==> src/rtl/motion_frame_sequencer.sv <==
// Frame sequencer for the motion-detect datapath: pops the current, hold and base
// pixel FIFOs in lockstep and presents one registered, position-tagged pixel triple per handshake.
module motion_frame_sequencer #(
   parameter int WIDTH  = 768,
   parameter int HEIGHT = 576,
   parameter int PIX_W  = 24,
   parameter int FCNT_W = 16
) (
   input  logic                       clock,
   input  logic                       reset,
   input  logic                       start,
   input  logic                       abort,
   input  logic                       cfg_continuous,
   input  logic                       in_empty,
   input  logic [PIX_W-1:0]           in_dout,
   output logic                       in_rd_en,
   input  logic                       hold_empty,
   input  logic [PIX_W-1:0]           hold_dout,
   output logic                       hold_rd_en,
   input  logic                       base_empty,
   input  logic [PIX_W-1:0]           base_dout,
   output logic                       base_rd_en,
   output logic                       px_valid,
   input  logic                       px_ready,
   output logic [PIX_W-1:0]           px_in,
   output logic [PIX_W-1:0]           px_hold,
   output logic [PIX_W-1:0]           px_base,
   output logic [$clog2(WIDTH)-1:0]   px_x,
   output logic [$clog2(HEIGHT)-1:0]  px_y,
   output logic                       px_sof,
   output logic                       px_eol,
   output logic                       px_eof,
   output logic                       busy,
   output logic                       done,
   output logic [FCNT_W-1:0]          frame_count
);

   localparam int X_W = $clog2(WIDTH);
   localparam int Y_W = $clog2(HEIGHT);
   localparam logic [X_W-1:0] X_LAST = X_W'(WIDTH - 1);
   localparam logic [Y_W-1:0] Y_LAST = Y_W'(HEIGHT - 1);

   typedef enum logic [1:0] {IDLE, RUN, FLUSH, DONE} state_t;

   state_t          state;
   state_t          state_next;
   logic [X_W-1:0]  x;
   logic [Y_W-1:0]  y;
   logic            heads_ready;
   logic            accept;
   logic            fire;
   logic            last_px;

   // A pop needs all three heads present and room in the output register.
   assign heads_ready = ~in_empty & ~hold_empty & ~base_empty;
   assign accept      = px_valid & px_ready;
   assign fire        = (state == RUN) & ~abort & heads_ready & (~px_valid | px_ready);
   assign last_px     = (x == X_LAST) & (y == Y_LAST);

   always_ff @(posedge clock or negedge reset) begin
      if (!reset) state <= IDLE;
      else        state <= state_next;
   end

   always_comb begin
      state_next = state;
      in_rd_en   = fire;
      hold_rd_en = fire;
      base_rd_en = fire;
      busy       = (state != IDLE);
      done       = 1'b0;
      case (state)
         IDLE: begin
            if (start && !abort) state_next = RUN;
         end
         RUN: begin
            if (abort)                state_next = IDLE;
            else if (fire && last_px) state_next = FLUSH;
         end
         FLUSH: begin
            if (abort)       state_next = IDLE;
            else if (accept) state_next = DONE;
         end
         DONE: begin
            done = ~abort;
            if (abort)               state_next = IDLE;
            else if (cfg_continuous) state_next = RUN;
            else                     state_next = IDLE;
         end
         default: state_next = IDLE;
      endcase
   end

   // Output register and position counters; flags use the pre-increment position.
   always_ff @(posedge clock or negedge reset) begin
      if (!reset) begin
         px_valid <= 1'b0;
         px_in    <= '0;
         px_hold  <= '0;
         px_base  <= '0;
         px_x     <= '0;
         px_y     <= '0;
         px_sof   <= 1'b0;
         px_eol   <= 1'b0;
         px_eof   <= 1'b0;
         x        <= '0;
         y        <= '0;
      end else if (abort && state != IDLE) begin
         px_valid <= 1'b0;
         x        <= '0;
         y        <= '0;
      end else if (fire) begin
         px_valid <= 1'b1;
         px_in    <= in_dout;
         px_hold  <= hold_dout;
         px_base  <= base_dout;
         px_x     <= x;
         px_y     <= y;
         px_sof   <= (x == '0) && (y == '0);
         px_eol   <= (x == X_LAST);
         px_eof   <= last_px;
         if (x == X_LAST) begin
            x <= '0;
            y <= (y == Y_LAST) ? '0 : y + Y_W'(1);
         end else begin
            x <= x + X_W'(1);
         end
      end else if (accept) begin
         px_valid <= 1'b0;
      end
   end

   always_ff @(posedge clock or negedge reset) begin
      if (!reset)                       frame_count <= '0;
      else if (state == DONE && !abort) frame_count <= frame_count + FCNT_W'(1);
   end

endmodule

==> config.mk <==
export PLATFORM = sky130hd
export DESIGN_NAME = motion_frame_sequencer
export DESIGN_NICKNAME = d
export VERILOG_FILES = /design/src/rtl/motion_frame_sequencer.sv
export SDC_FILE = /design/constraint.sdc
export NUM_CORES = 1
export LEC_CHECK = 0
export BUFFER_PORTS_ARGS = -buffer_cell sky130_fd_sc_hd__buf_2
export CAP_MARGIN = 0
export CORE_MARGIN = 2
export CORE_UTILIZATION = 30
export DETAILED_ROUTE_END_ITERATION = 8
export SLEW_MARGIN = 10
export SYNTH_ARGS = -nofsm -noshare
export SYNTH_HDL_FRONTEND = slang
export SYNTH_SLANG_ARGS = --single-unit
==> constraint.sdc <==
create_clock -name clock -period 2.5 [get_ports clock]
set_input_delay 0.25 -clock clock [delete_from_list [all_inputs] [get_ports clock]]
set_output_delay 0.25 -clock clock [all_outputs]
set_load 0.03 [all_outputs]
==> qor.txt, run 1 <==
syn_nets = 693
nets = 894
required time of the critical path = 2.25 ns
Clock Sink Count = 134
Pins Over Slew Limit = 0
largest area contributor in the synthesized netlist = dfrtp_1
Worst slew margin = 0.600
Die Width = 142 µm
fillcell total = 1,880
fin worst setup slack = 0.170 ns
Worst setup EP type = output port
Final min period = 2.33 ns
pre-CTS setup slack = 0.393 ns
Cell Int Power = 4600 µW
Syn Area/Cell = 9.40 µm²
clk slew on worst S/H paths = 0.06 ns
power per cell area = 864 mW/mm²
core region area = 0.0187 mm²
root buf cell = clkbuf_16
cells on worst reg2reg path = 5
Pre-antenna DRT Iters = 6
Worst VDD drop = 447 µV
hold_sp = hold_dout[5]
CTS H-tree depth = 4
leak pwr = 0.00421 µW
period utilization = 0.932
worst hold path cell count = 3
antenna-violating nets left = 0
global-route wire length before repair = 23,700 µm
All-Layer GR Usage = 0.150
final hold violation count = 0
Synth warnings = 0
Routed Wire Length = 14,600 µm
Post-CTS Resized = 0
GRT overflow = 0
most frequent cells after synthesis = nand2_1 (293), dfrtp_1 (134), buf_2 (15)
status = finished clean
Main synth FF type = dfrtp_1
Worst Hold Class = input port to register
layout cell share with drive strength beyond 1 = 0.309
setup violators final = 0
hold-fix buffers at CTS = 2
Die H = 142 µm
sequential share of power = 0.391
port bufs = 197
synthesized instance count = 607
cell area after layout = 0.00764 mm²
First DRT Iteration DRCs = 272
FMAX = 0.429 GHz
max cap viols = 0
Worst-Skew Late Latency = 0.42 ns
mean routed wirelength per cell = 13.8 µm
Ports = 198
Power Total = 6600 µW
FF-to-FF End = x[6]
hold slack = 0.0182 ns
Combinational Power Share = 0.191
Startpoint Class = register
CTS Buf Count = 17
Die Area = 0.0201 mm²
Setup Crit Path Kind = register to output port
antenna violations before repair = 0
slew of the pin with the lowest slew margin = 0.601 ns
Yosys top cell area share = 0.588
share of total power in the clock network = 0.418
cell with the most instances after synthesis = nand2_1
vias in the first global route = 4,645
area grow syn2layout = 33.9%
Synth area leaders = dfrtp_1 (59%), nand2_1 (19%), xnor2_1 (2.0%)
clock skew = 0.00804 ns
Antenna Cells = 0
Fin Setup TNS = 0 ns
Arr. time, crit path = 2.08 ns
maximum clock path buffer count = 2
sequential area share after synthesis = 0.588
initial core utilization = 0.305
Cell Area, Placed = 0.00697 mm²
Hold Path End = px_hold[5]
r2r setup slk = 0.40 ns
Netlist cell types = 54
# rows = 50
dpl hpwl = 9870 µm
largest net degree at the start of global routing = 74
crit path max fanout = 16
drt drc = 0
number of flops mapped to enable cells by yosys = 0
Sw Share = 0.303
Post-Syn Area = 0.00571 mm²
global placer's final weighted congestion = 0.833
worst r2r src = state[1]
RSZ-0062 raised after global routing = false
asr flop ratio synth = 1.00
via count = 4,765
DR vias/cell = 4.52
CP Launch Point = state[1]
switching pwr = 2000 µW
CTS tree = done
Setup Fix Bufs, Post-CTS = 0
Synth Register Bits = 134
## metal layers
metal,wire [µm],up-vias,track usage
met4,180,0,0.0505
met5,0,-,0
met3,961,14,0.0540
met2,6740,141,0.224
met1,6730,2229,0.203
li1,-,2381,-
## power groups by stage
stage                     Sequential [µW]  Combinational [µW]  Clock [µW]
after global placement               2610                1270           0
after CTS                            2590                1280        2830
after global routing                 2620                1360        2940
after floorplan                      3180                 237           0
after detailed placement             2620                1280           0
final                                2580                1260        2760
## flip-flops by register name, summed over array words and instances, names as in the netlist, 2 cells and up
signal	cells
px_in	24
px_base	24
px_hold	24
state	2
px_x	10
y	10
x	10
frame_count	16
px_y	10
## worst max path at each step
stage / end / slack [ns] / cells past startpoint
after global routing: base_rd_en / 0.05 / 4
final: base_rd_en / 0.17 / 4
after floorplan: hold_rd_en / 0.67 / 5
after global placement: y[5] / 0.44 / 6
after detailed placement: y[5] / 0.39 / 6
after CTS: base_rd_en / 0.13 / 4
## per-stage QoR
step,instances,util
after floorplan,607,-
after global placement,1021,0.373
after detailed placement,1021,0.373
after CTS,1055,0.408
after global routing,1055,0.408
final,1055,0.408
## layout by cell type (no fill, tap or decap), types with 3 or more instances in the layout
cell type     n
or4_1         3
clkinvlp_4    3
o21ai_0       6
a31o_1        3
buf_12        3
buf_2       196
or2_2         3
clkbuf_16    17
nand2b_1      4
xor2_1        4
dfrtp_1     134
o31ai_1       5
nand3_1       8
nand4_1      13
and3_1        8
bufinv_16     5
xnor2_1      13
nor3_1        5
o2bb2ai_1     3
a211oi_1      4
buf_4         9
ha_1          5
a21oi_1       9
and4_1        4
nor2_1       10
nand2_1     293
inv_1         5
## kinds of logic after synthesis
logic type / count (synthesis) / share of synthesized area
adder cells (fa/ha/maj): 5 / 0.0110
buffers and inverters: 35 / 0.0309
XOR/XNOR: 17 / 0.0261
AO/OA/AOI/OAI: 43 / 0.0531
multiplexers: 2 / 0.00373
AND/OR/NAND/NOR: 371 / 0.288
flip-flops: 134 / 0.588
## critical path, stage by stage (launching register included)
cell	delay, ns
dfrtp_1	0.46
nor4_4	0.48
nand3_4	0.14
inv_2	0.31
buf_2	0.27
## area by class of cell
class / instances / area, µm² / share of cell area
flip-flops and latches: 134 / 3350 / 0.439
clock buffers: 20 / 447 / 0.0585
inverters: 6 / 22.5 / 0.00295
clock inverters: 12 / 200 / 0.0262
well taps: 234 / 293 / 0.0383
multi-input cells: 438 / 2180 / 0.286
repair buffers: 211 / 1140 / 0.149
Note: power is estimated with default switching activity, not from simulation.
==> run 2, diff against run 1 <==
- CELL_PAD_IN_SITES_DETAIL_PLACEMENT: not set -> 1
- CELL_PAD_IN_SITES_GLOBAL_PLACEMENT: not set -> 1
- PLACE_DENSITY_LB_ADDON: not set -> 0.1
==> run 2 against run 1 <==
Design area up 0.11%. Non-clock buffer count down 1. Via count up 5.2%. Clock power down 2%. Worst setup slack better by 0.025 ns. Combinational power about the same. Highest routed layer unchanged.
==> qor.txt, run 2 (synthesis gave the netlist of run 1 again) <==
power per cell area = 860 mW/mm² (was 864 mW/mm²)
leak pwr = 0.00420 µW (was 0.00421 µW)
Worst-Skew Late Latency = 0.42 ns (about the same)
Final min period = 2.31 ns (was 2.33 ns)
switching pwr = 2050 µW (was 2000 µW)
First DRT Iteration DRCs = 196 (was 272)
initial core utilization = 0.305 (unchanged)
Pre-antenna DRT Iters = 4 (was 6)
nets = 894 (unchanged)
core region area = 0.0187 mm² (unchanged)
Ports = 198 (unchanged)
status = finished clean (unchanged)
setup violators final = 0 (unchanged)
clock skew = 0.0101 ns (was 0.00804 ns)
antenna violations before repair = 0 (unchanged)
vias in the first global route = 5,310 (was 4,645)
slew of the pin with the lowest slew margin = 0.570 ns (was 0.601 ns)
pre-CTS setup slack = 0.293 ns (was 0.393 ns)
global-route wire length before repair = 27,800 µm (was 23,700 µm)
CP peak stage delay = 0.47 ns (was 0.48 ns)
area grow syn2layout = 34.0% (was 33.9%)
Top Registers = px_base: 24 flops, px_hold: 24 flops, px_in: 24 flops (unchanged)
Worst VDD drop = 441 µV (was 447 µV)
Antenna Cells = 0 (unchanged)
clk slew on worst S/H paths = 0.06 ns (about the same)
layout cell share with drive strength beyond 1 = 0.312 (was 0.309)
crit path max fanout = 21 (was 16)
Worst setup EP type = output port (unchanged)
CP cell instances = nor2b_2, nand3_4, clkinv_4, buf_2 (was nor4_4, nand3_4, inv_2, buf_2)
mean routed wirelength per cell = 16.1 µm (was 13.8 µm)
post-route insts no fill = 1,055 (unchanged)
delay-heaviest family, CP = simple AND/OR/NAND/NOR gates (unchanged)
port bufs = 197 (unchanged)
final hold violation count = 0 (unchanged)
dpl hpwl = 11,700 µm (was 9870 µm)
Pins Over Slew Limit = 0 (unchanged)
Placed Cells = 1,019 (was 1,021)
largest net degree at the start of global routing = 60 (was 74)
worst path bufs/invs = 2 (unchanged)
root buf cell = clkbuf_16 (unchanged)
via count = 5,011 (was 4,765)
Die H = 142 µm (unchanged)
Routed Wire Length = 17,000 µm (was 14,600 µm)
Startpoint Class = register (unchanged)
Die Area = 0.0201 mm² (unchanged)
# rows = 50 (unchanged)
max cap viols = 0 (unchanged)
sequential share of power = 0.394 (was 0.391)
GRT overflow = 0 (unchanged)
Die Width = 142 µm (unchanged)
Arr. time, crit path = 2.06 ns (was 2.08 ns)
antenna-violating nets left = 0 (unchanged)
Combinational Power Share = 0.195 (was 0.191)
All-Layer GR Usage = 0.173 (was 0.150)
most frequent cells in the layout = nand2_1 (293), buf_2 (196), dfrtp_1 (134) (unchanged)
DR vias/cell = 4.75 (was 4.52)
Worst Hold Class = input port to register (unchanged)
drt drc = 0 (unchanged)
Cell Int Power = 4520 µW (was 4600 µW)
Fin Setup TNS = 0 ns (unchanged)
CTS H-tree depth = 4 (unchanged)
global placer's final weighted congestion = 0.767 (was 0.833)
required time of the critical path = 2.25 ns (about the same)
FMAX = 0.434 GHz (was 0.429 GHz)
period utilization = 0.922 (was 0.932)
CTS Buf Count = 17 (unchanged)
Core Util, Final = 0.409 (was 0.408)
CTS tree = done (unchanged)
Slowest-stage cell, CP = dfrtp_1 (was nor4_4)
share of total power in the clock network = 0.410 (was 0.418)
Clock Sink Count = 134 (unchanged)
Sw Share = 0.312 (was 0.303)
maximum clock path buffer count = 2 (unchanged)
RSZ-0062 raised after global routing = false (unchanged)
fin worst setup slack = 0.195 ns (was 0.170 ns)
most common cell after layout, fill and taps aside = nand2_1 (unchanged)
Worst slew margin = 0.617 (was 0.600)
Setup Crit Path Kind = register to output port (unchanged)
==> run 2: area by class of cell <==
type / instances / area (µm²)
Fill cell: 2178 / 11100
Sequential cell: 134 / 3350
Multi-Input combinational cell: 439 / 2200
Timing Repair Buffer: 210 / 1140
Clock buffer: 20 / 457
Tap cell: 234 / 293
Clock inverter: 12 / 176
Inverter: 6 / 27.5
==> run 2: stage by stage <==
| step | hold WS [ns] | power [µW] | area, µm² |
|---|---|---|---|
| after floorplan | -0.0456 | 3410 | 5710 |
| after global placement | 0.271 | 3900 | 6970 |
| after detailed placement | 0.277 | 3930 | 6970 |
| after CTS | 0.00329 | 6690 | 7640 |
| after global routing | 0.0122 | 6900 | 7650 |
| final | 0.0149 | 6570 | 7650 |
==> run 2: tightest hold or removal path, delay by kind of cell <==
family	cells	cell delay (ns)
buffers and inverters	1	0.07
AND/OR/NAND/NOR	2	0.08
==> run 2: final timing paths <==
check                      slack, ns  cells past startpoint          end   startpoint
hold reg to reg                 0.47                      2     px_in[8]     px_in[8]
setup reg to reg                0.37                      5         y[3]         x[0]
min in group asynchronous       0.39                      2   px_base[5]        reset
hold / removal                  0.01                      3    px_in[18]  in_dout[18]
setup / recovery                0.19                      4   base_rd_en     state[0]
max in group asynchronous       1.48                      3  px_hold[15]        reset
==> run 2: power groups by stage <==
stage / Clock [µW] / Combinational [µW] / Sequential [µW]
after detailed placement: 0 / 1300 / 2630
final: 2700 / 1290 / 2590
after global routing: 2880 / 1390 / 2630
after CTS: 2790 / 1310 / 2600
after global placement: 0 / 1280 / 2620
after floorplan: 0 / 237 / 3180
==> run 2: metal layers <==
metal / share of wire / global-route usage
met5: 0 / 0
met4: 0.014 / 0.0568
met3: 0.064 / 0.0564
met2: 0.48 / 0.277
met1: 0.45 / 0.223
==> run 2: repair_timing <==
| item | 4_1_cts | 5_1_grt |
|---|---|---|
| hold buffers | 2 | 0 |
| gates cloned | 1 | 0 |
| gates resized for setup | 2 | 0 |
| setup buffers | 0 | 1 |
| setup endpoints to repair | 3 | 3 |
| pin swaps | 2 | 1 |
| hold endpoints to repair | 58 | 0 |
